$ cat config.mk
export PLATFORM = sky130hd
export DESIGN_NAME = tracklet_proj_sched
export DESIGN_NICKNAME = d
export VERILOG_FILES = /design/src/rtl/tracklet_proj_sched.sv
export SDC_FILE = /design/constraint.sdc
export NUM_CORES = 1
export LEC_CHECK = 0
export CAP_MARGIN = 10
export CORE_AREA = 2 2 118 120
export DETAILED_ROUTE_END_ITERATION = 12
export DIE_AREA = 0 0 120 122
export PLACE_DENSITY = 0.86
export SLEW_MARGIN = 40
export SYNTH_ARGS = -nofsm -noshare
export SYNTH_HDL_FRONTEND = slang
export SYNTH_SLANG_ARGS = --single-unit
$ cat constraint.sdc
create_clock -name clk -period 6.1 [get_ports clk]
set_input_delay 0.61 -clock clk [delete_from_list [all_inputs] [get_ports clk]]
set_output_delay 0.61 -clock clk [all_outputs]
set_load 0.1 [all_outputs]
$ cat src/rtl/tracklet_proj_sched.sv
// tracklet_proj_sched: round-robin scheduler that feeds one tracklet-projection
// datapath from N_SRC tracklet-calculator memories. It pops at most one word
// per cycle, enforces a per-event tracklet cap and an event time budget, and
// counts issued-but-not-emerged projections so the datapath drains before the
// next event.
// src_empty/src_data are first-word-fall-through: src_data[i] shows the word
// that src_read[i] pops, and the following word is valid one cycle later.
// Optional statistics (stall_cnt, evt_issued) are built when the macro
// PROJ_SCHED_STATS_EN is defined.
module tracklet_proj_sched #(
    parameter int N_SRC      = 4,
    parameter int DATA_W     = 56,
    parameter int LATENCY    = 16,
    parameter int MAX_TRK    = 64,
    parameter int EVT_CYCLES = 108
) (
    input  logic                      clk,
    input  logic                      reset,
    input  logic                      en_proc,
    input  logic                      start,
    input  logic [N_SRC-1:0]          src_empty,
    input  logic [N_SRC*DATA_W-1:0]   src_data,
    output logic [N_SRC-1:0]          src_read,
    output logic [DATA_W-1:0]         tracklet,
    output logic                      valid_trackpar,
    output logic [3:0]                TC_index,
    output logic                      proj_start,
    output logic                      busy,
    output logic [4:0]                inflight
`ifdef PROJ_SCHED_STATS_EN
    ,
    output logic [15:0]               stall_cnt,
    output logic [6:0]                evt_issued
`endif
);

    // Last timer value at which a grant may still be made is GRANT_LIMIT-1;
    // the remaining cycles of the event are left for the datapath to drain.
    localparam int GRANT_LIMIT = EVT_CYCLES - LATENCY - 2;
    localparam int PTR_W       = (N_SRC > 1) ? $clog2(N_SRC) : 1;
    localparam int CNT_W       = $clog2(MAX_TRK + 1);
    localparam int TMR_W       = $clog2(GRANT_LIMIT + 1);

    typedef enum logic [1:0] {
        IDLE  = 2'd0,
        ARB   = 2'd1,
        DRAIN = 2'd2
    } state_t;

    state_t                          state_q, state_d;
    logic [PTR_W-1:0]                rr_ptr_q, rr_ptr_d;
    logic [CNT_W-1:0]                count_q, count_d;
    logic [TMR_W-1:0]                timer_q, timer_d;

    logic                            valid_q, valid_d;
    logic [3:0]                      tc_q, tc_d;
    logic [DATA_W-1:0]               trk_q, trk_d;
    logic                            pstart_q;
    logic [LATENCY-1:0]              lat_sr_q, lat_sr_d;
    logic [4:0]                      inflight_q, inflight_d;

    logic [N_SRC-1:0][DATA_W-1:0]    src_words;
    logic [PTR_W-1:0]                cand;
    logic                            gnt_found;
    logic [PTR_W-1:0]                gnt_idx;
    logic                            can_grant;
    logic                            grant;
    logic                            lat_tail;

    assign src_words = src_data;

    // Round-robin search: first non-empty source at or after rr_ptr, wrapping.
    always_comb begin
        gnt_found = 1'b0;
        gnt_idx   = '0;
        cand      = '0;
        for (int k = 0; k < N_SRC; k++) begin
            cand = PTR_W'((int'(rr_ptr_q) + k) % N_SRC);
            if (!gnt_found && !src_empty[cand]) begin
                gnt_found = 1'b1;
                gnt_idx   = cand;
            end
        end
    end

    // A start pulse re-arms the event, so it takes priority over a grant.
    assign can_grant = (state_q == ARB) && !reset && !start && en_proc &&
                       (count_q < CNT_W'(MAX_TRK)) &&
                       (timer_q < TMR_W'(GRANT_LIMIT));
    assign grant     = can_grant && gnt_found;
    assign src_read  = grant ? (N_SRC'(1) << gnt_idx) : '0;

    // Event control: state, timer, per-event count and round-robin pointer.
    always_comb begin
        state_d  = state_q;
        timer_d  = timer_q;
        count_d  = count_q;
        rr_ptr_d = rr_ptr_q;
        if (grant) begin
            count_d  = count_q + 1'b1;
            rr_ptr_d = PTR_W'((int'(gnt_idx) + 1) % N_SRC);
        end
        if (start) begin
            state_d  = ARB;
            timer_d  = '0;
            count_d  = '0;
            rr_ptr_d = '0;
        end else begin
            unique case (state_q)
                IDLE: begin
                    state_d = IDLE;
                end
                ARB: begin
                    if (timer_q == TMR_W'(GRANT_LIMIT)) begin
                        state_d = DRAIN;
                    end else begin
                        timer_d = timer_q + 1'b1;
                    end
                end
                DRAIN: begin
                    if (inflight_q == '0) begin
                        state_d = IDLE;
                    end
                end
                default: begin
                    state_d = IDLE;
                end
            endcase
        end
    end

    // Issue stage: capture the granted word and its source index.
    always_comb begin
        valid_d = grant;
        tc_d    = tc_q;
        trk_d   = trk_q;
        if (grant) begin
            tc_d  = 4'(gnt_idx);
            trk_d = src_words[gnt_idx];
        end
    end

    // In-flight accounting: the shift register mirrors the datapath latency.
    assign lat_tail = lat_sr_q[LATENCY-1];
    always_comb begin
        lat_sr_d   = {lat_sr_q[LATENCY-2:0], valid_q};
        inflight_d = inflight_q;
        if (valid_q && !lat_tail) begin
            inflight_d = inflight_q + 5'd1;
        end else if (!valid_q && lat_tail) begin
            inflight_d = inflight_q - 5'd1;
        end
    end

    // State and pipeline registers; start never clears in-flight tracking.
    always_ff @(posedge clk) begin
        if (reset) begin
            state_q    <= IDLE;
            rr_ptr_q   <= '0;
            count_q    <= '0;
            timer_q    <= '0;
            valid_q    <= 1'b0;
            tc_q       <= '0;
            trk_q      <= '0;
            pstart_q   <= 1'b0;
            lat_sr_q   <= '0;
            inflight_q <= '0;
        end else begin
            state_q    <= state_d;
            rr_ptr_q   <= rr_ptr_d;
            count_q    <= count_d;
            timer_q    <= timer_d;
            valid_q    <= valid_d;
            tc_q       <= tc_d;
            trk_q      <= trk_d;
            pstart_q   <= start;
            lat_sr_q   <= lat_sr_d;
            inflight_q <= inflight_d;
        end
    end

    assign tracklet       = trk_q;
    assign valid_trackpar = valid_q;
    assign TC_index       = tc_q;
    assign proj_start     = pstart_q;
    assign inflight       = inflight_q;
    assign busy           = (state_q != IDLE) || (inflight_q != '0);

`ifdef PROJ_SCHED_STATS_EN
    logic [15:0] stall_q;
    logic [6:0]  evt_q;
    logic        stall_hit;

    assign stall_hit = ((state_q == ARB) || (state_q == DRAIN)) &&
                       (|(~src_empty)) && !grant;

    // Stall counter (saturating) and previous-event issue count.
    always_ff @(posedge clk) begin
        if (reset) begin
            stall_q <= '0;
            evt_q   <= '0;
        end else if (start) begin
            stall_q <= '0;
            evt_q   <= 7'(count_q);
        end else if (stall_hit && (stall_q != 16'hFFFF)) begin
            stall_q <= stall_q + 16'd1;
        end
    end

    assign stall_cnt  = stall_q;
    assign evt_issued = evt_q;
`endif

endmodule

==> metrics.md <==
| Metric | Value |
|---|---|
| Drt total wl | 19000 um |
| Final setup skew | ~0.0050 ns |
| Core area | ~14000 um2 |
| CTS H-tree depth | 3 |
| First-pass GRT wire length | 29090 um |
| Fillers | approximately 1200 |
| #FFs+latches synth | 99 |
| DRT Pass-1 Iters | 5 |
| Initial antenna violation count | 0 |
| CTS max path bufs | 2 |
| Maximum vdd drop | between 0.1 and 0.15 mV |
| Tcrit/Tclk final | between 50% and 60% |
| Row count | 43 |
| Drt wl/cell | around 17 um |
| Layout cell share with drive strength beyond 1 | 16.25% |
| CP arrival | 2.78 ns |
| CTS sink count | a little under 100 |
| CP max FO | 28 |
| Sequential cell area fraction in the yosys report | between 30% and 40% |
| Final ANT Viol Nets | 0 |
| CP Class | input port to output port |
| Vias | between 5000 and 6000 |
| Seq. cell area | between 1500 and 2000 um2 |
| I/O Buffers | about 300 |
| Largest cells by area after synthesis | dfxtp_1 35%, mux2i_1 11%, o211ai_2 8.9% |
| Slew HR | around half |
| Mapped cell area | approximately 5600 um2 |
| Largest family of logic cells by synthesized area | compound AO/OA/AOI/OAI gates |
| Die ar. | around 15000 um2 |
| Pwr per Cell Area | roughly 190 nW/um2 |
| Initial core utilization | 41.64% |
| Hold Violations, Final | 0 |
| Post-synthesis mux area share | ~11% |
| GP Congestion | just over 0.8 |
| Synth area leader | dfxtp_1 |
| Compound-Gate Fraction of Synth Area | between 20% and 30% |
| Place WS | 2.611 ns |
| Worst setup EP type | output port |
| Clock Tree Root | clkbuf_16 |
| Hold buffer count at cts | 0 |
| Status | completed |
| Area growth, synth to finish | 54.01% |
| Vias per cell | 5.392 |
| Ports | roughly 300 |
| Vias in the first global route | ~5700 |
| Ant. Diodes | 0 |
| Critical Path RT | about 5.5 ns |
| Total Nets Final | 1146 |
| CTS tree | yes |
| Cts repair resizes | 0 |
| Crit start category | input port |
| RSZ-0062 raised after global routing | no |
| Multi-input logic area | roughly 3400 um2 |
| Predominant post-synthesis flop cell | dfxtp_1 |
| DRC Markers | 0 |
| Cells after Synth | between 600 and 700 |
| Die width | approximately 120 um |
| Syn_area_per_cell | slightly below 9 um2 |
| Chip height | between 100 and 150 um |
| Detailed Route Iter0 Violations | 330 |
| Synth Area in Simple Gates | roughly 18% |
| Max Cap Violations | 0 |
| Post-synth EDFFs | 0 |
| Dpl hpwl | 14120 um |
| Clock-pin slew on the worst setup and hold paths | 0.07 ns |
| Clock buffer count from CTS | 9 |
| Total setup buffers inserted after CTS | 0 |
| Largest net degree at the start of global routing | 60 |
| Pleak | 0.003564 uW |
| Setup_tns | 0 ns |
| Clk_lat worst skew | 0.34 ns |
| Worst-Margin Slew | approximately 0.77 ns |
| Yosys top cell area share | 35.25% |
| Synth Area in Adders | roughly 1.9% |
| Synth warn | 0 |
| Total grt overflow | 0 |
| Post-synthesis cell type count | 47 |
| Synth async-reset ratio | 0% |
| Final WS setup | approximately 2.7 ns |
| Final total power | between 1500 and 2000 uW |
| Min Tclk post-route | between 3 and 4 ns |
| Min-delay worst type | register to register |
| Fmax | just under 0.3 GHz |
| GR Util All Layers | about a quarter |
| Final Max Slew Viols | 0 |
| Post-synthesis xor/xnor area fraction | under 10% |
| # setup viols final | 0 |
==> where the power goes <==
| group | internal, uW | switching (uW) | total (uW) |
|---|---|---|---|
| clock network | 287 | 264 | 551 |
| registers | 662 | 9.23 | 671 |
| logic | 199 | 246 | 445 |
==> worst paths after layout <==
kind | startpoint | end | slack, ns | cells after the start
max reg2reg | rr_ptr_q[0]$_SDFFE_PP0P_ | tracklet[33]$_SDFFE_PP0P_ | 3.43 | 6
max | src_empty[2] | src_read[3] | 2.71 | 7
min | lat_sr_q[2]$_SDFF_PP0_ | lat_sr_q[3]$_SDFF_PP0_ | 0.44 | 1
min reg2reg | lat_sr_q[2]$_SDFF_PP0_ | lat_sr_q[3]$_SDFF_PP0_ | 0.44 | 1
==> cells in the mapped netlist, types with 2 or more instances <==
library cell,instances
inv_1,5
ha_1,7
nor2_1,34
xor2_1,6
nand2_1,68
buf_6,5
o211ai_1,15
xnor2_1,6
or3_1,2
nor2b_1,23
mux2i_1,59
nor3_1,3
buf_2,17
a21oi_1,11
nand3_1,60
o21ai_0,57
and3_1,3
buf_4,10
a21o_1,56
or2_1,2
dfxtp_1,99
o211ai_2,40
a211oi_1,2
nand2b_1,4
nand4_1,2
clkbuf_1,23
==> registers in the layout (all words and copies together), names as in the netlist <==
register and flops:
timer_q 7, inflight 5, rr_ptr_q 2, proj_start 1
lat_sr_q 16, tracklet 56, state_q 2, TC_index 2
valid_trackpar 1, count_q 7
==> cells in the final DEF, fill, tap and decap left out, types with 3 or more instances in the layout <==
cell type / count
buf_4: 5
dfxtp_1: 99
nand2b_1: 4
clkdlybuf4s50_1: 231
a21oi_1: 10
a21o_1: 56
ha_1: 7
o211ai_2: 40
nor2_1: 34
nor3_1: 3
inv_1: 5
o211ai_1: 15
buf_2: 70
nand2_1: 66
nand3_1: 59
clkbuf_16: 9
xor2_1: 6
mux2i_1: 59
xnor2_1: 6
nor2b_1: 23
o21ai_0: 57
==> through the flow <==
stage	instance area, um2	utilization, %	instances	hold WS [ns]
6_report	8660	64.12	1091	0.4414
5_1_grt	8660	64.12	1091	0.4619
4_1_cts	8655	64.09	1091	0.4442
3_5_place_dp	8369	61.98	1075	0.4256
3_3_place_gp	8650	64.05	1072	0.4194
2_1_floorplan	5627	-	641	0.4138
==> cells by family after synthesis <==
logic type | count (synthesis)
other cells | 1
xor+xnor | 12
mux | 60
fa+ha+maj | 8
buf+inv | 61
compound gates | 192
flops | 99
simple gates | 207
==> worst max-delay path, cell delays in order <==
cell and delay (ns):
clkdlybuf4s50_1 0.59, nand2b_1 0.20, nand3_2 0.52, nand2_4 0.23, nand2_1 0.10, nor2_1 0.09, buf_2 0.43
==> routing by layer <==
layer	up-vias	routed length [um]	global-route usage (%)
met5	-	0	0
met4	0	583	10.15
met3	45	1490	5.056
met2	269	9289	43.22
met1	2751	7635	30.89
li1	2818	-	-
==> cell type report <==
| class | instances | area share [%] |
|---|---|---|
| clock buffer | 10 | 2.644 |
| inverter | 5 | 0.2167 |
| timing repair buffer | 310 | 32.03 |
| sequential | 99 | 22.89 |
| tap | 180 | 2.601 |
| multi-input combinational | 481 | 38.97 |
| clock inverter | 6 | 0.6502 |
Note: power is estimated with default switching activity, not from simulation.
